--- config.mk ---
export PLATFORM = sky130hd
export DESIGN_NAME = hilo_scheduler
export DESIGN_NICKNAME = d
export VERILOG_FILES = /design/src/rtl/hilo_pkg.sv /design/src/rtl/hilo_divider.sv /design/src/rtl/hilo_scheduler.sv
export SDC_FILE = /design/constraint.sdc
export NUM_CORES = 2
export LEC_CHECK = 0
export CAP_MARGIN = 20
export CORE_MARGIN = 1
export CORE_UTILIZATION = 46
export DETAILED_ROUTE_END_ITERATION = 8
export GPL_ROUTABILITY_DRIVEN = 0
export PLACE_DENSITY = 0.65
export SLEW_MARGIN = 10
export SYNTH_ARGS = -nofsm -noshare
export SYNTH_HDL_FRONTEND = slang
export SYNTH_HIERARCHICAL = 1
export SYNTH_SLANG_ARGS = --single-unit
--- constraint.sdc ---
create_clock -name Clk -period 2 [get_ports Clk]
set_input_delay 0.2 -clock Clk [delete_from_list [all_inputs] [get_ports Clk]]
set_output_delay 0.2 -clock Clk [all_outputs]
set_load 0.005 [all_outputs]
--- src/rtl/hilo_pkg.sv ---
// rtl/hilo_pkg.sv - Hi/Lo scheduler op encodings, FSM states and shared widths
package hilo_pkg;

    localparam logic [2:0] OP_MULT  = 3'b000;
    localparam logic [2:0] OP_MULTU = 3'b001;
    localparam logic [2:0] OP_DIV   = 3'b010;
    localparam logic [2:0] OP_DIVU  = 3'b011;
    localparam logic [2:0] OP_MTHI  = 3'b100;
    localparam logic [2:0] OP_MTLO  = 3'b101;

    localparam int DIV_STEPS = 32;
    localparam int CNT_W     = $clog2(DIV_STEPS);

    typedef enum logic [1:0] {
        IDLE,
        MUL,
        DIV
    } hiloStateT;

    // Without the divider, DIV/DIVU fall into the reserved space and are ignored.
    function automatic logic isReserved(input logic [2:0] op);
`ifdef HILO_DIV_EN
        return op[2] & op[1];
`else
        return (op[2] & op[1]) | (op[2:1] == 2'b01);
`endif
    endfunction

endpackage

--- src/rtl/hilo_divider.sv ---
// rtl/hilo_divider.sv - iterative radix-2 restoring divider core (built only with HILO_DIV_EN)
`ifdef HILO_DIV_EN
module hilo_divider
    import hilo_pkg::*;
(
    input  logic        Clk,
    input  logic        Reset,
    input  logic        iLoad,
    input  logic        iSigned,
    input  logic        iStep,
    input  logic [31:0] iDividend,
    input  logic [31:0] iDivisor,
    output logic [31:0] oQuotient,
    output logic [31:0] oRemainder
);

    logic [31:0] quo, rem, dsr;
    logic        negQuo, negRem;
    logic        dividendNeg, divisorNeg;
    logic [32:0] remShift, diff;
    logic [31:0] quoStep, remStep;

    assign dividendNeg = iSigned & iDividend[31];
    assign divisorNeg  = iSigned & iDivisor[31];

    // quo doubles as the dividend shift register; its MSB feeds the partial remainder.
    assign remShift = {rem, quo[31]};
    assign diff     = remShift - {1'b0, dsr};

    always_comb begin
        if (diff[32]) begin
            remStep = remShift[31:0];
            quoStep = {quo[30:0], 1'b0};
        end else begin
            remStep = diff[31:0];
            quoStep = {quo[30:0], 1'b1};
        end
    end

    // Outputs reflect the step in progress so the final edge can commit directly.
    assign oQuotient  = negQuo ? -quoStep : quoStep;
    assign oRemainder = negRem ? -remStep : remStep;

    always_ff @(posedge Clk or negedge Reset) begin
        if (!Reset) begin
            quo    <= '0;
            rem    <= '0;
            dsr    <= '0;
            negQuo <= 1'b0;
            negRem <= 1'b0;
        end else if (iLoad) begin
            quo    <= dividendNeg ? -iDividend : iDividend;
            rem    <= '0;
            dsr    <= divisorNeg ? -iDivisor : iDivisor;
            negQuo <= dividendNeg ^ divisorNeg;
            negRem <= dividendNeg;
        end else if (iStep) begin
            quo <= quoStep;
            rem <= remStep;
        end
    end

endmodule
`endif

--- src/rtl/hilo_scheduler.sv ---
// rtl/hilo_scheduler.sv - Hi/Lo owner and MULT/DIV/MTHI/MTLO sequencer; divider built with HILO_DIV_EN
module hilo_scheduler
    import hilo_pkg::*;
#(
    parameter int MUL_CYCLES = 4
) (
    input  logic        Clk,
    input  logic        Reset,
    input  logic        iOpValid,
    input  logic [2:0]  iOp,
    input  logic [31:0] iRs,
    input  logic [31:0] iRt,
    input  logic        iReadReq,
    output logic        oStall,
    output logic        oBusy,
    output logic        oDone,
    output logic        oDivByZero,
    output logic [31:0] oHi,
    output logic [31:0] oLo
);

    hiloStateT        state, stateNext;
    logic [CNT_W-1:0] cnt, cntNext;
    logic [63:0]      prod, prodNext, product, opA, opB;
    logic [31:0]      hi, hiNext, lo, loNext;
    logic             done, doneNext, dbz, dbzNext;
    logic             opLegal, accept, mulSigned;

    assign opLegal = iOpValid & ~isReserved(iOp);
    assign accept  = opLegal & (state == IDLE);
    assign oBusy   = (state != IDLE);
    assign oStall  = oBusy & (iReadReq | opLegal);

    // Sign- or zero-extend to 64 bits; the low 64 bits of the product are exact either way.
    assign mulSigned = (iOp == OP_MULT);
    assign opA       = {{32{mulSigned & iRs[31]}}, iRs};
    assign opB       = {{32{mulSigned & iRt[31]}}, iRt};
    assign product   = opA * opB;

`ifdef HILO_DIV_EN
    logic        divZero, divZeroNext, divLoad, divStep;
    logic [31:0] divQuo, divRem;

    hilo_divider uDivider (
        .Clk        (Clk),
        .Reset      (Reset),
        .iLoad      (divLoad),
        .iSigned    (iOp == OP_DIV),
        .iStep      (divStep),
        .iDividend  (iRs),
        .iDivisor   (iRt),
        .oQuotient  (divQuo),
        .oRemainder (divRem)
    );
`endif

    always_comb begin
        stateNext = state;
        cntNext   = cnt;
        prodNext  = prod;
        hiNext    = hi;
        loNext    = lo;
        doneNext  = 1'b0;
        dbzNext   = 1'b0;
`ifdef HILO_DIV_EN
        divZeroNext = divZero;
        divLoad     = 1'b0;
        divStep     = 1'b0;
`endif
        case (state)
            IDLE: begin
                if (accept) begin
                    case (iOp)
                        OP_MULT, OP_MULTU: begin
                            prodNext  = product;
                            cntNext   = CNT_W'(MUL_CYCLES - 1);
                            stateNext = MUL;
                        end
                        OP_MTHI: hiNext = iRs;
                        OP_MTLO: loNext = iRs;
`ifdef HILO_DIV_EN
                        OP_DIV, OP_DIVU: begin
                            divLoad     = 1'b1;
                            divZeroNext = (iRt == 32'd0);
                            cntNext     = CNT_W'(DIV_STEPS - 1);
                            stateNext   = DIV;
                        end
`endif
                        default: ;
                    endcase
                end
            end
            MUL: begin
                if (cnt == '0) begin
                    {hiNext, loNext} = prod;
                    doneNext         = 1'b1;
                    stateNext        = IDLE;
                end else begin
                    cntNext = cnt - CNT_W'(1);
                end
            end
`ifdef HILO_DIV_EN
            DIV: begin
                divStep = 1'b1;
                if (divZero) begin
                    doneNext  = 1'b1;
                    dbzNext   = 1'b1;
                    stateNext = IDLE;
                end else if (cnt == '0) begin
                    hiNext    = divRem;
                    loNext    = divQuo;
                    doneNext  = 1'b1;
                    stateNext = IDLE;
                end else begin
                    cntNext = cnt - CNT_W'(1);
                end
            end
`endif
            default: stateNext = IDLE;
        endcase
    end

    always_ff @(posedge Clk or negedge Reset) begin
        if (!Reset) begin
            state <= IDLE;
            cnt   <= '0;
            prod  <= '0;
            hi    <= '0;
            lo    <= '0;
            done  <= 1'b0;
            dbz   <= 1'b0;
        end else begin
            state <= stateNext;
            cnt   <= cntNext;
            prod  <= prodNext;
            hi    <= hiNext;
            lo    <= loNext;
            done  <= doneNext;
            dbz   <= dbzNext;
        end
    end

`ifdef HILO_DIV_EN
    always_ff @(posedge Clk or negedge Reset) begin
        if (!Reset) divZero <= 1'b0;
        else        divZero <= divZeroNext;
    end
`endif

    assign oDone      = done;
    assign oDivByZero = dbz;
    assign oHi        = hi;
    assign oLo        = lo;

endmodule

# Word level (Yosys, flattened, before mapping)
# Cells that the tools add are included.
[classes]
addsub = 1
mul = 1
n_eq_ne = 11
muxes = 18
bitwise_logic = 9
reduce_logical = 11
[ops]
columns = ["operator", "n"]
rows = [
  ["2-to-1 mux 32 bit", 6],
  ["one-hot mux 32 bit (2 select lines)", 2],
  ["multiplier 33 x 33 -> 64 bit", 1],
  ["2-to-1 mux 5 bit", 3],
  ["AND reduction 4 bit", 3],
  ["one-hot mux 5 bit (2 select lines)", 1],
  ["bitwise AND 1 bit", 6],
  ["equality test 3 bit, second input constant", 2],
  ["2-to-1 mux 2 bit", 3],
  ["!= test 2 x 1 -> 1 bit, second input constant", 3],
  ["!= test 2 bit, second input constant", 3],
  ["AND reduction 3 bit", 2],
  ["logical NOT 5 bit", 1],
  ["subtractor 5 x 1 -> 5 bit, second input constant", 1],
  ["equality test 2 x 1 -> 1 bit, second input constant", 2],
  ["one-hot mux 2 bit (2 select lines)", 1],
  ["nonzero test 2 bit", 2],
  ["equality test 3 x 1 -> 1 bit, second input constant", 1],
  ["logical NOT 3 bit", 1],
  ["logical NOT 2 bit", 1],
  ["2-to-1 mux 1 bit", 2],
  ["OR 1 bit", 2],
  ["OR reduction 2 bit", 1],
  ["inverter 1 bit", 1],
]
[totals]
reg_bits = 136
output_inout_bits = 68
word_cells = 57

# Longest topological paths before layout
[logic_depth]
word_depth = 7
ltp_mapped = 33
depth_no_buf = 30

# Worst setup path before layout
# OpenSTA, ideal clock, no wires.
[synth_timing]
path_kind = "input to register"
start = "in iOp[2]"
end = "reg prod[56]"
setup_ps = 131
arrival_ps = 7759
required_ps = 1869
setup_slack_ps = -5890
path_stages = 30
cell_sequence = "nor3_1 clkbuf_1 and2_1 clkbuf_1 nand2_1 inv_1 fa_1 inv_1 fa_1 inv_1 fa_1 inv_1 fa_1 fa_1 fa_1 fa_1 inv_1 fa_1 ha_1 a21oi_1 o21ai_1 a21o_1 a21oi_1 o2111a_1 o21ai_2 a21o_1 a31o_4 a31oi_1 xor2_1 o21ai_1"
[synth_between]
elab_chain_cells = 6
[synth_rtl]
columns = ["element", "line", "rtl"]
rows = [
  ["start: declaration", "hilo_scheduler.sv:10", "input logic [2:0] iOp,"],
  ["parallel branches: the longest is 6 deep, another holds multiplier 33 x 33 -> 64 bit", "-", ""],
  ["end signal: assignment", "hilo_scheduler.sv:135", "prod <= prodNext;"],
  ["end: declaration", "hilo_scheduler.sv:24", "logic [63:0] prod, prodNext, product, opA, opB;"],
]
# Several ways; the timed one is not identified.
# A chain may end at the register's enable or synchronous reset.

# Final worst setup path
[layout_timing]
start = "in iOp[1]"
end = "reg prod[54]"
# The elaborated chain is that of the path after synthesis.

==> summary.md <==
| Metric | Value |
|---|---|
| Status | finished with violations |
| Failing checks | setup timing |
| CTS tree | yes |
| Initial antenna violation count | 6 |
| Die Width | 308.1 microns |
| CTS max path bufs | 2 |
| Final WL | 140400 microns |
| Main synth FF type | dfrtp_1 |
| Clock slew at reported path FFs | 0.06 ns |
| Clock net sink count | 135 |
| Setup TNS Final | -252.92 ns |
| IO Pins | 139 |
| Die area | 0.09493 sq mm |
| Vias per Instance | 5.221 |
| Crit path launch | iOp[1] |
| CP max stage cell | fa_2 |
| Largest net degree at the start of global routing | 70 |
| Post-placement setup slack | -6.029 ns |
| Critical Path Sink Type | flop |
| Synth Register Bits | 135 |
| Core box area | 0.09222 sq mm |
| Worst Setup EP | prod[54] |
| Min Hold Slack | 0.2867 ns |
| Share of layout cells above drive strength 1 | 23.68% |
| Chip Height | 308.1 microns |
| Post-Syn Area | 0.04310 sq mm |
| IO Port Bufs | 137 |
| Tot GR Track Use | 30.68% |
| Syn nets | 6115 |
| Startpoint type of the worst setup path | primary input |
| Final WS setup | -5.044 ns |
| Syn. warnings | 6 |
| Unique masters post-synth | 59 |
| Dpl cells | 6392 |
| Drt wl/cell | 21.22 microns |
| Initial Utilization | 46.74% |
| Period utilisation layout | 352.2% |
| CP max FO | 7 |
| Unrepaired setup endpoints after global routing | true |
| Row cnt | 111 |
| Syn Area/Cell | 9.161 sq um |
| Reg2reg start | state[0] |
| Minimum clock period | 7.044 ns |
| Num CTS Buffers | 17 |
| Routed Antenna Nets | 0 |
| Number of global-route vias before repair | 38240 |
| Fraction of registers with async set/reset | 100.0% |
| RR Endpoint | oHi[1] |
| Flop2flop setup slack | 0.19 ns |
| DR pass1 iterations | 6 |
| Congestion Overflow GR | 0 |
| Reg2reg path depth | 5 |
| 1st-iter DRT viols | 2373 |
| Layout Nets | 6764 |
| First-pass GRT wire length | 219400 microns |
| Slew HR | 60.55% |
| Measured slew at the worst slew-check pin | 0.5855 ns |
| Slew Viols, Final | 0 |
| Register area share after synthesis | 7.837% |
| F_max | 142.0 MHz |
| Max-Cap Viols | 0 |
| Worst skew pair latency | 0.43 ns |
| Slowest stage delay, CP | 0.58 ns |
| Setup-failing EPs final | 61 |
| Drt drc | 0 |
| Non-filler instance count after layout | 6615 |
| Cells after Synth | 4705 |
| Final Hold Fails | 0 |
| EDFF count, synth | 0 |
| Syn-to-layout area delta | 29.91% |
| Root buffer cell | clkbuf_16 |
| Via count | 34540 |
| Critical path required time | 2.35 ns |
| Kind of critical path | in -> reg |
| Final HPWL DP | 111400 microns |
| Worst hold path type | in -> async |
| CP arrival | 7.39 ns |
| Final Skew | 0.009345 ns |
| H-tree Lvls | 4 |
## final cells by class
cell class,count,area [sq um]
fillers,7636,36220
clock buffers,18,429.2
diodes,5,12.51
inverters,1122,4218
multi-input cells,3199,36850
clock inverters,14,187.7
well taps,1243,1555
repair buffers,879,9363
flip-flops and latches,135,3382
## Yosys cell counts, types with 39 or more instances
library cell | number | share of area (%)
a21oi_1 | 158 | 1.8
clkbuf_1 | 240 | 2.1
o21ai_0 | 92 | 1.1
dfrtp_1 | 135 | 7.8
nand2_1 | 827 | 7.2
inv_1 | 1122 | 9.8
fa_1 | 1125 | 52
and2_1 | 366 | 5.3
nor2_1 | 89 | 0.78
xnor2_1 | 53 | 1.1
ha_1 | 214 | 6.2
nor2b_1 | 39 | 0.57
## layout by cell type, fill, tap and decap left out, types with 29 or more instances in the layout
| cell | instances |
|---|---|
| inv_1 | 1059 |
| fa_1 | 1053 |
| nand2_1 | 780 |
| buf_4 | 485 |
| and2_1 | 325 |
| ha_1 | 150 |
| dfrtp_1 | 134 |
| a21oi_1 | 119 |
| buf_12 | 115 |
| buf_6 | 113 |
| nor2_1 | 81 |
| clkdlybuf4s50_1 | 75 |
| fa_2 | 72 |
| ha_4 | 63 |
| inv_2 | 61 |
| o21ai_1 | 49 |
| o21ai_0 | 47 |
| and2_4 | 41 |
| nor2b_1 | 38 |
| xnor2_1 | 32 |
| a21oi_2 | 31 |
| buf_8 | 31 |
| nand2_2 | 29 |
## state kept, by name, summed over array words and instances (netlist names)
name,cells
oHi,32
oDone,1
prod,64
oLo,32
cnt,5
state,1
## metal layers
metal | GRT usage, % | share of wire [%] | up-vias
met5 | 0 | 0.0071 | -
met4 | 16.09 | 6.5 | 2
met3 | 4.439 | 7.1 | 389
met2 | 51.38 | 48 | 1394
met1 | 38.59 | 38 | 17870
li1 | - | - | 14880
## cell families (layout without fill, tap and decap cells)
kind of cell | after synthesis | in the layout | share of synthesized area (%)
buf+inv | 1371 | 2033 | 11.97
simple gates | 1410 | 1410 | 15.13
xor+xnor | 81 | 81 | 1.646
fa+ha+maj | 1339 | 1339 | 58.46
flops | 135 | 135 | 7.837
other cells | 1 | 6 | 0.008700
compound gates | 367 | 367 | 4.923
mux | 1 | 1 | 0.02612
## how the worst min path moves through the flow
| stage | startpoint | endpoint | slack, ns | depth (start not counted) |
|---|---|---|---|---|
| 2_1_floorplan | Reset | cnt[0] | -0.1 | 0 |
| 3_3_place_gp | Reset | oLo[14] | 0.19 | 1 |
| 3_5_place_dp | Reset | oLo[14] | 0.18 | 1 |
| 4_1_cts | iOp[2] | prod[32] | 0.27 | 4 |
| 5_1_grt | iOp[2] | prod[32] | 0.29 | 4 |
| 6_report | Reset | oLo[14] | 0.29 | 2 |
## worst max-delay path: cells and delay by family
family,cells,cell delay [ns]
buffers and inverters,8,0.84
AO/OA/AOI/OAI,9,1.41
AND/OR/NAND/NOR,3,0.53
adder cells (fa/ha/maj),9,4.29
XOR/XNOR,1,0.11
## per-stage QoR
step / instance area, sq um / utilization (%)
3_3_place_gp: 51360 / 55.69
3_5_place_dp: 51360 / 55.69
4_1_cts: 54960 / 59.60
5_1_grt: 55990 / 60.71
2_1_floorplan: 44600 / -
6_report: 56000 / 60.72
## repair_timing
| action | in CTS | in global routing |
|---|---|---|
| hold buffers | 1 | 0 |
| endpoints found under the setup margin | 62 | 61 |
| pin swaps | 259 | 153 |
| buffers inserted | 132 | 46 |
| gates resized for setup | 542 | 241 |
| cloned | 18 | 0 |
| endpoints found under the hold margin | 45 | 0 |
Power is not shown: default switching activity piles up to over one toggle a cycle in this logic, so the estimate is an artifact.
